**config.mk**
```make
export PLATFORM = sky130hd
export DESIGN_NAME = stereo_fade_controller_flat
export DESIGN_NICKNAME = d
export VERILOG_FILES = /design/src/rtl/stereo_fade_controller_pkg.sv /design/src/rtl/stereo_fade_controller_if.sv /design/src/rtl/stereo_gain_scaler.sv /design/src/rtl/stereo_fade_controller.sv /design/src/flat_wrapper.sv
export SDC_FILE = /design/constraint.sdc
export NUM_CORES = 1
export LEC_CHECK = 0
export CORE_ASPECT_RATIO = 0.6
export CORE_MARGIN = 5
export CORE_UTILIZATION = 35
export CTS_BUF_LIST = sky130_fd_sc_hd__clkbuf_4 sky130_fd_sc_hd__clkbuf_8 sky130_fd_sc_hd__clkbuf_16
export DETAILED_ROUTE_END_ITERATION = 8
export GPL_TIMING_DRIVEN = 0
export MAX_ROUTING_LAYER = met4
export PLACE_DENSITY = 0.53
export RECOVER_POWER = 25
export SLEW_MARGIN = 40
export SYNTH_ARGS = -nofsm -noshare
export SYNTH_HDL_FRONTEND = slang
export SYNTH_SLANG_ARGS = --single-unit
```
**constraint.sdc**
```tcl
create_clock -name clk -period 4.9 [get_ports clk]
set_input_delay 0.98 -clock clk [delete_from_list [all_inputs] [get_ports clk]]
set_output_delay 0.98 -clock clk [all_outputs]
set_load 0.01 [all_outputs]
```
**src/rtl/stereo_fade_controller_pkg.sv**
```systemverilog
// rtl/stereo_fade_controller_pkg.sv - shared mode constants, FSM encoding and gain helpers
package stereo_pkg;

  localparam logic [1:0] AURAL_BOTH  = 2'b11;
  localparam logic [1:0] AURAL_LEFT  = 2'b10;
  localparam logic [1:0] AURAL_RIGHT = 2'b01;
  localparam logic [1:0] AURAL_MUTE  = 2'b00;

  typedef enum logic {
    STEADY  = 1'b0,
    RAMPING = 1'b1
  } fade_state_t;

  localparam int DEFAULT_SAMPLE_WIDTH = 16;
  localparam int DEFAULT_GAIN_BITS    = 6;

  function automatic int unity_gain(input int gain_bits);
    return 1 << (gain_bits - 1);
  endfunction

endpackage

```
**src/rtl/stereo_fade_controller_if.sv**
```systemverilog
// rtl/stereo_fade_controller_if.sv - sample in / scaled stereo out stream bundle
interface stereo_fade_controller_if #(
  parameter int SAMPLE_WIDTH = 16
);
  logic                           sample_valid;
  logic signed [SAMPLE_WIDTH-1:0] sample_in;
  logic signed [SAMPLE_WIDTH-1:0] left_out;
  logic signed [SAMPLE_WIDTH-1:0] right_out;
  logic                           out_valid;

  modport master (
    output sample_valid, sample_in,
    input  left_out, right_out, out_valid
  );

  modport slave (
    input  sample_valid, sample_in,
    output left_out, right_out, out_valid
  );
endinterface

```
**src/rtl/stereo_gain_scaler.sv**
```systemverilog
// rtl/stereo_gain_scaler.sv - combinational signed sample x unsigned gain, rescaled to unity
module stereo_gain_scaler #(
  parameter int SAMPLE_WIDTH = 16,
  parameter int GAIN_BITS    = 6
) (
  input  logic signed [SAMPLE_WIDTH-1:0] sample,
  input  logic        [GAIN_BITS-1:0]    gain,
  output logic signed [SAMPLE_WIDTH-1:0] scaled
);
  localparam int PW = SAMPLE_WIDTH + GAIN_BITS + 1;

  logic signed [PW-1:0] sample_ext;
  logic signed [PW-1:0] gain_ext;
  logic signed [PW-1:0] product;

  assign sample_ext = PW'(sample);
  assign gain_ext   = $signed(PW'({1'b0, gain}));
  assign product    = sample_ext * gain_ext;
  // Gain never exceeds unity, so the shifted product always fits the sample width.
  assign scaled     = SAMPLE_WIDTH'(product >>> (GAIN_BITS - 1));
endmodule

```
**src/rtl/stereo_fade_controller.sv**
```systemverilog
// rtl/stereo_fade_controller.sv - aural mode to per-channel gain ramps applied to a mono sample stream
module stereo_fade_controller
  import stereo_pkg::*;
#(
  parameter int SAMPLE_WIDTH = DEFAULT_SAMPLE_WIDTH,
  parameter int GAIN_BITS    = DEFAULT_GAIN_BITS,
  parameter int RAMP_STEP    = 1
) (
  input  logic                       clk,
  input  logic                       rst,
  input  logic [1:0]                 aural_state,
  stereo_fade_controller_if.slave    smp,
  output logic                       busy,
  output logic [GAIN_BITS-1:0]       left_gain,
  output logic [GAIN_BITS-1:0]       right_gain
);
  localparam logic [GAIN_BITS-1:0] UNITY = GAIN_BITS'(unity_gain(GAIN_BITS));
  localparam logic [GAIN_BITS-1:0] STEP  = GAIN_BITS'(RAMP_STEP);

  fade_state_t state_q, state_d;

  logic [GAIN_BITS-1:0]           left_tgt, right_tgt;
  logic [GAIN_BITS-1:0]           left_tgt_d, right_tgt_d;
  logic signed [SAMPLE_WIDTH-1:0] left_scaled, right_scaled;
  logic signed [SAMPLE_WIDTH-1:0] left_q, right_q;
  logic                           valid_q;
  logic                           at_target;

  // Move one step toward the target, landing exactly on it when closer than a step.
  function automatic logic [GAIN_BITS-1:0] step_toward(input logic [GAIN_BITS-1:0] g,
                                                      input logic [GAIN_BITS-1:0] t);
    if (g < t) return ((t - g) > STEP) ? g + STEP : t;
    else       return ((g - t) > STEP) ? g - STEP : t;
  endfunction

  always_comb begin
    left_tgt_d  = '0;
    right_tgt_d = '0;
    case (aural_state)
      AURAL_BOTH:  begin left_tgt_d = UNITY; right_tgt_d = UNITY; end
      AURAL_LEFT:  left_tgt_d  = UNITY;
      AURAL_RIGHT: right_tgt_d = UNITY;
      AURAL_MUTE:  ;
      default:     ;
    endcase
  end

  stereo_gain_scaler #(.SAMPLE_WIDTH(SAMPLE_WIDTH), .GAIN_BITS(GAIN_BITS)) u_left_scaler (
    .sample (smp.sample_in),
    .gain   (left_gain),
    .scaled (left_scaled)
  );

  stereo_gain_scaler #(.SAMPLE_WIDTH(SAMPLE_WIDTH), .GAIN_BITS(GAIN_BITS)) u_right_scaler (
    .sample (smp.sample_in),
    .gain   (right_gain),
    .scaled (right_scaled)
  );

  // Scaling reads the pre-update gain; stepping reads the previously registered target.
  always_ff @(posedge clk or negedge rst) begin
    if (!rst) begin
      left_tgt   <= UNITY;
      right_tgt  <= UNITY;
      left_gain  <= UNITY;
      right_gain <= UNITY;
      left_q     <= '0;
      right_q    <= '0;
      valid_q    <= 1'b0;
    end else begin
      left_tgt  <= left_tgt_d;
      right_tgt <= right_tgt_d;
      valid_q   <= smp.sample_valid;
      if (smp.sample_valid) begin
        left_gain  <= step_toward(left_gain, left_tgt);
        right_gain <= step_toward(right_gain, right_tgt);
        left_q     <= left_scaled;
        right_q    <= right_scaled;
      end
    end
  end

  assign smp.left_out  = left_q;
  assign smp.right_out = right_q;
  assign smp.out_valid = valid_q;

  assign at_target = (left_gain == left_tgt) && (right_gain == right_tgt);

  always_ff @(posedge clk or negedge rst) begin
    if (!rst) state_q <= STEADY;
    else      state_q <= state_d;
  end

  always_comb begin
    state_d = state_q;
    case (state_q)
      STEADY:  if (!at_target) state_d = RAMPING;
      RAMPING: if (at_target)  state_d = STEADY;
      default: state_d = STEADY;
    endcase
  end

  always_comb begin
    busy = (state_q == RAMPING);
  end
endmodule

```
**src/flat_wrapper.sv**
```systemverilog
// flat-port wrapper written by rule: the top's interface ports become plain ports
module stereo_fade_controller_flat import stereo_pkg::*;
#(
  parameter int SAMPLE_WIDTH = DEFAULT_SAMPLE_WIDTH,
  parameter int GAIN_BITS    = DEFAULT_GAIN_BITS,
  parameter int RAMP_STEP    = 1
)
  (clk, rst, aural_state, busy, left_gain, right_gain, smp_sample_valid, smp_sample_in, smp_left_out, smp_right_out, smp_out_valid);
  stereo_fade_controller_if #(.SAMPLE_WIDTH(SAMPLE_WIDTH)) smp_i ();
  input  logic clk;
  input  logic rst;
  input  logic [1:0] aural_state;
  output logic busy;
  output logic [GAIN_BITS-1:0] left_gain;
  output logic [GAIN_BITS-1:0] right_gain;
  input wire logic [$bits(smp_i.sample_valid)-1:0] smp_sample_valid;
  input wire logic [$bits(smp_i.sample_in)-1:0] smp_sample_in;
  output wire logic [$bits(smp_i.left_out)-1:0] smp_left_out;
  output wire logic [$bits(smp_i.right_out)-1:0] smp_right_out;
  output wire logic [$bits(smp_i.out_valid)-1:0] smp_out_valid;
  assign smp_i.sample_valid = smp_sample_valid;
  assign smp_i.sample_in = smp_sample_in;
  assign smp_left_out = smp_i.left_out;
  assign smp_right_out = smp_i.right_out;
  assign smp_out_valid = smp_i.out_valid;
  stereo_fade_controller #(.SAMPLE_WIDTH(SAMPLE_WIDTH), .GAIN_BITS(GAIN_BITS), .RAMP_STEP(RAMP_STEP)) u_core (.clk(clk), .rst(rst), .aural_state(aural_state), .smp(smp_i), .busy(busy), .left_gain(left_gain), .right_gain(right_gain));
endmodule
```
==> reports/qor.txt <==
yosys warns -> 0
Post-synth EDFFs -> 0
failing checks -> capacitance limit, slew limit, setup timing
Final Max Tran Viols -> 36
first-pass GRT wire length -> 46.2 mm
DR iter-0 viols -> 554
max-cap violations -> 1
synthesized area -> 8960 µm²
# diodes -> 0
CTS Sinks -> 48
final setup fails -> 6
distinct cell type count after synthesis -> 70
worst-path maximum fanout -> 6
worst min path class -> flop to flop
Worst EP required -> 5.14 ns
crit path kind -> input pin to flop
Die Y -> 134 µm
Arrival @ worst endpoint -> 5.30 ns
Setup WS pre-CTS -> -1.26 ns
register area share after synthesis -> 13.5%
Core ar. -> 25300 µm²
Synth Register Bits -> 48
most common cell after layout, fill and taps aside -> and2_1
clock slew at reported path FFs -> 0.07 ns
predominant post-synthesis flop cell -> dfrtp_1
vias per std cell -> 5.16
multi-input gate area in the final layout -> 7640 µm²
num rows -> 45
Startpoint Class -> input pin
initial core utilization -> 35.5%
mean post-synth cell area -> 8.78 µm²
status -> finished with violations
gr usage total -> 20.7%
Routed WL -> 28.4 mm
Final #Nets -> 1398
drt drc -> 0
Worst Tran Pin Value -> 2.02 ns
# fillers -> 2436
# port buffers -> 64
Layout area overhead -> 31.1%
fin crit period -> 5.06 ns
Fmax -> 197 MHz
Post-Syn Nets -> 1252
Final Hold Fails -> 0
DP HPWL -> 21.8 mm
clk_skew -> 0.00686 ns
Slew Limit Headroom -> -34.4%
antenna-violating nets left -> 0
DRT Pass-1 Iters -> 5
vias in the first global route -> 8108
CP Capture Type -> flop
Congestion Overflow GR -> 0
die area -> 29000 µm²
unrepaired setup endpoints after global routing -> yes
Avg WL per Cell -> 19.0 µm
share of layout cells above drive strength 1 -> 24.2%
via count -> 7726
GPL Wtd Cong -> 0.883
setup ws final -> -0.164 ns
ys async rst share -> 100%
largest net degree at the start of global routing -> 36
period utilisation layout -> 103%
Root Driver -> clkbuf_16
Seq. cell area -> 1210 µm²
Design Area, Final -> 11700 µm²
Mapped Cells -> 1021
most frequent cells in the layout -> and2_1 (141), inv_1 (138), fa_1 (115)
initial antenna violation count -> 0
DP Area -> 10200 µm²
I/O pins -> 67
DIE WIDTH -> 217 µm
worst skew pair latency -> 0.30 ns
Clock Path Buffers -> 2
Num CTS Buffers -> 5
CTS tree -> done
H-Tree Depth -> 2
[per-layer routing]
| metal | global-route usage [%] | part of all wire (%) | vias up |
|---|---|---|---|
| li1 | - | - | 3611 |
| met1 | 30.0 | 49 | 3901 |
| met2 | 32.1 | 45 | 199 |
| met3 | 3.16 | 4.9 | 15 |
| met4 | 2.40 | 0.81 | 0 |
| met5 | - | 0 | - |
[repair_timing]
item,4_1_cts,5_1_grt
hold buffers,0,0
endpoints found under the setup margin,30,25
resized for setup,187,90
gates cloned,2,0
pin swaps,60,87
buffers inserted,60,28
[cells by family after synthesis]
group	share of synthesized area, %
AND/OR/NAND/NOR	21.5
flip-flops	13.5
buffers and inverters	9.13
XOR/XNOR	2.83
multiplexers	1.86
AO/OA/AOI/OAI	11.7
adder cells (fa/ha/maj)	39.5
[cells in the mapped netlist, types with 3 or more instances]
library cell | count | share of area, %
clkbuf_1 | 55 | 2.3
a21oi_1 | 28 | 1.6
o31a_1 | 3 | 0.29
o311ai_0 | 3 | 0.29
o221ai_1 | 7 | 0.68
dfrtp_1 | 44 | 12
inv_1 | 154 | 6.4
a211o_1 | 3 | 0.29
mux2_2 | 13 | 1.6
a21o_1 | 10 | 0.84
o22ai_1 | 6 | 0.42
nor2b_1 | 11 | 0.77
a31oi_1 | 8 | 0.56
fa_1 | 122 | 27
nand2_1 | 82 | 3.4
a31o_2 | 4 | 0.39
xnor2_1 | 23 | 2.2
buf_2 | 3 | 0.17
xor2_1 | 6 | 0.59
a211oi_1 | 4 | 0.34
nor2_1 | 23 | 0.96
nor3_1 | 13 | 0.73
ha_1 | 88 | 12
o21a_1 | 3 | 0.25
or3_1 | 5 | 0.35
and2_1 | 156 | 11
dfstp_2 | 4 | 1.2
and4_1 | 3 | 0.29
or2_2 | 3 | 0.21
o211ai_1 | 7 | 0.59
nand4_1 | 10 | 0.70
and3_1 | 3 | 0.21
o21ai_0 | 37 | 2.1
nand3b_1 | 3 | 0.25
nand3_1 | 26 | 1.5
[critical path: stages]
cell,delay [ns]
buf_2,0.12
clkbuf_8,0.15
buf_4,0.15
and2_4,0.15
fa_1,0.55
fa_1,0.46
fa_1,0.54
inv_2,0.05
fa_1,0.53
inv_2,0.05
ha_4,0.25
a21o_1,0.19
a211oi_2,0.18
o21bai_1,0.09
a41o_2,0.29
or4_1,0.48
nand3_1,0.09
[flip-flops by register name, indices dropped and copies added (netlist names)]
register	cells
u_core.busy	1
u_core.smp.left_out	16
u_core.left_gain	6
u_core.smp.out_valid	1
u_core.right_gain	6
u_core.left_tgt	1
u_core.right_tgt	1
u_core.smp.right_out	16
[cell type report]
| class | count | area share (%) |
|---|---|---|
| multi-input combinational | 758 | 65.0 |
| buffer | 49 | 3.27 |
| clock buffer | 6 | 1.13 |
| inverter | 154 | 4.92 |
| tap | 329 | 3.50 |
| clock inverter | 2 | 0.511 |
| timing repair buffer | 151 | 11.3 |
| sequential | 48 | 10.3 |
[stage by stage]
| step | hold WS (ns) | utilization, % | cells | TNS, ns |
|---|---|---|---|---|
| 3_3_place_gp | 0.480 | 40.3 | 1414 | -28.51 |
| 3_5_place_dp | 0.477 | 40.3 | 1415 | -28.63 |
| 6_report | 0.489 | 46.5 | 1497 | -0.440 |
| 4_1_cts | 0.495 | 44.8 | 1476 | -1.07 |
| 5_1_grt | 0.511 | 46.5 | 1497 | -2.23 |
| 2_1_floorplan | 0.513 | - | 1021 | -0.0916 |
[final timing paths]
kind	slack, ns	cells past startpoint	start	endpoint
max in group asynchronous	1.63	2	rst	u_core.left_gain[1]$_DFFE_PN0P_
max	-0.16	17	smp_sample_in[8]	u_core.smp.left_out[14]$_DFFE_PN0P_
min in group asynchronous	0.75	1	rst	u_core.smp.right_out[12]$_DFFE_PN0P_
max reg2reg	-0.07	16	u_core.left_gain[3]$_DFFE_PN0P_	u_core.smp.left_out[14]$_DFFE_PN0P_
min reg2reg	0.49	2	u_core.smp.right_out[2]$_DFFE_PN0P_	u_core.smp.right_out[2]$_DFFE_PN0P_
min	0.49	2	u_core.smp.right_out[2]$_DFFE_PN0P_	u_core.smp.right_out[2]$_DFFE_PN0P_
Power is not shown: default switching activity piles up to over one toggle a cycle in this logic, so the estimate is an artifact.
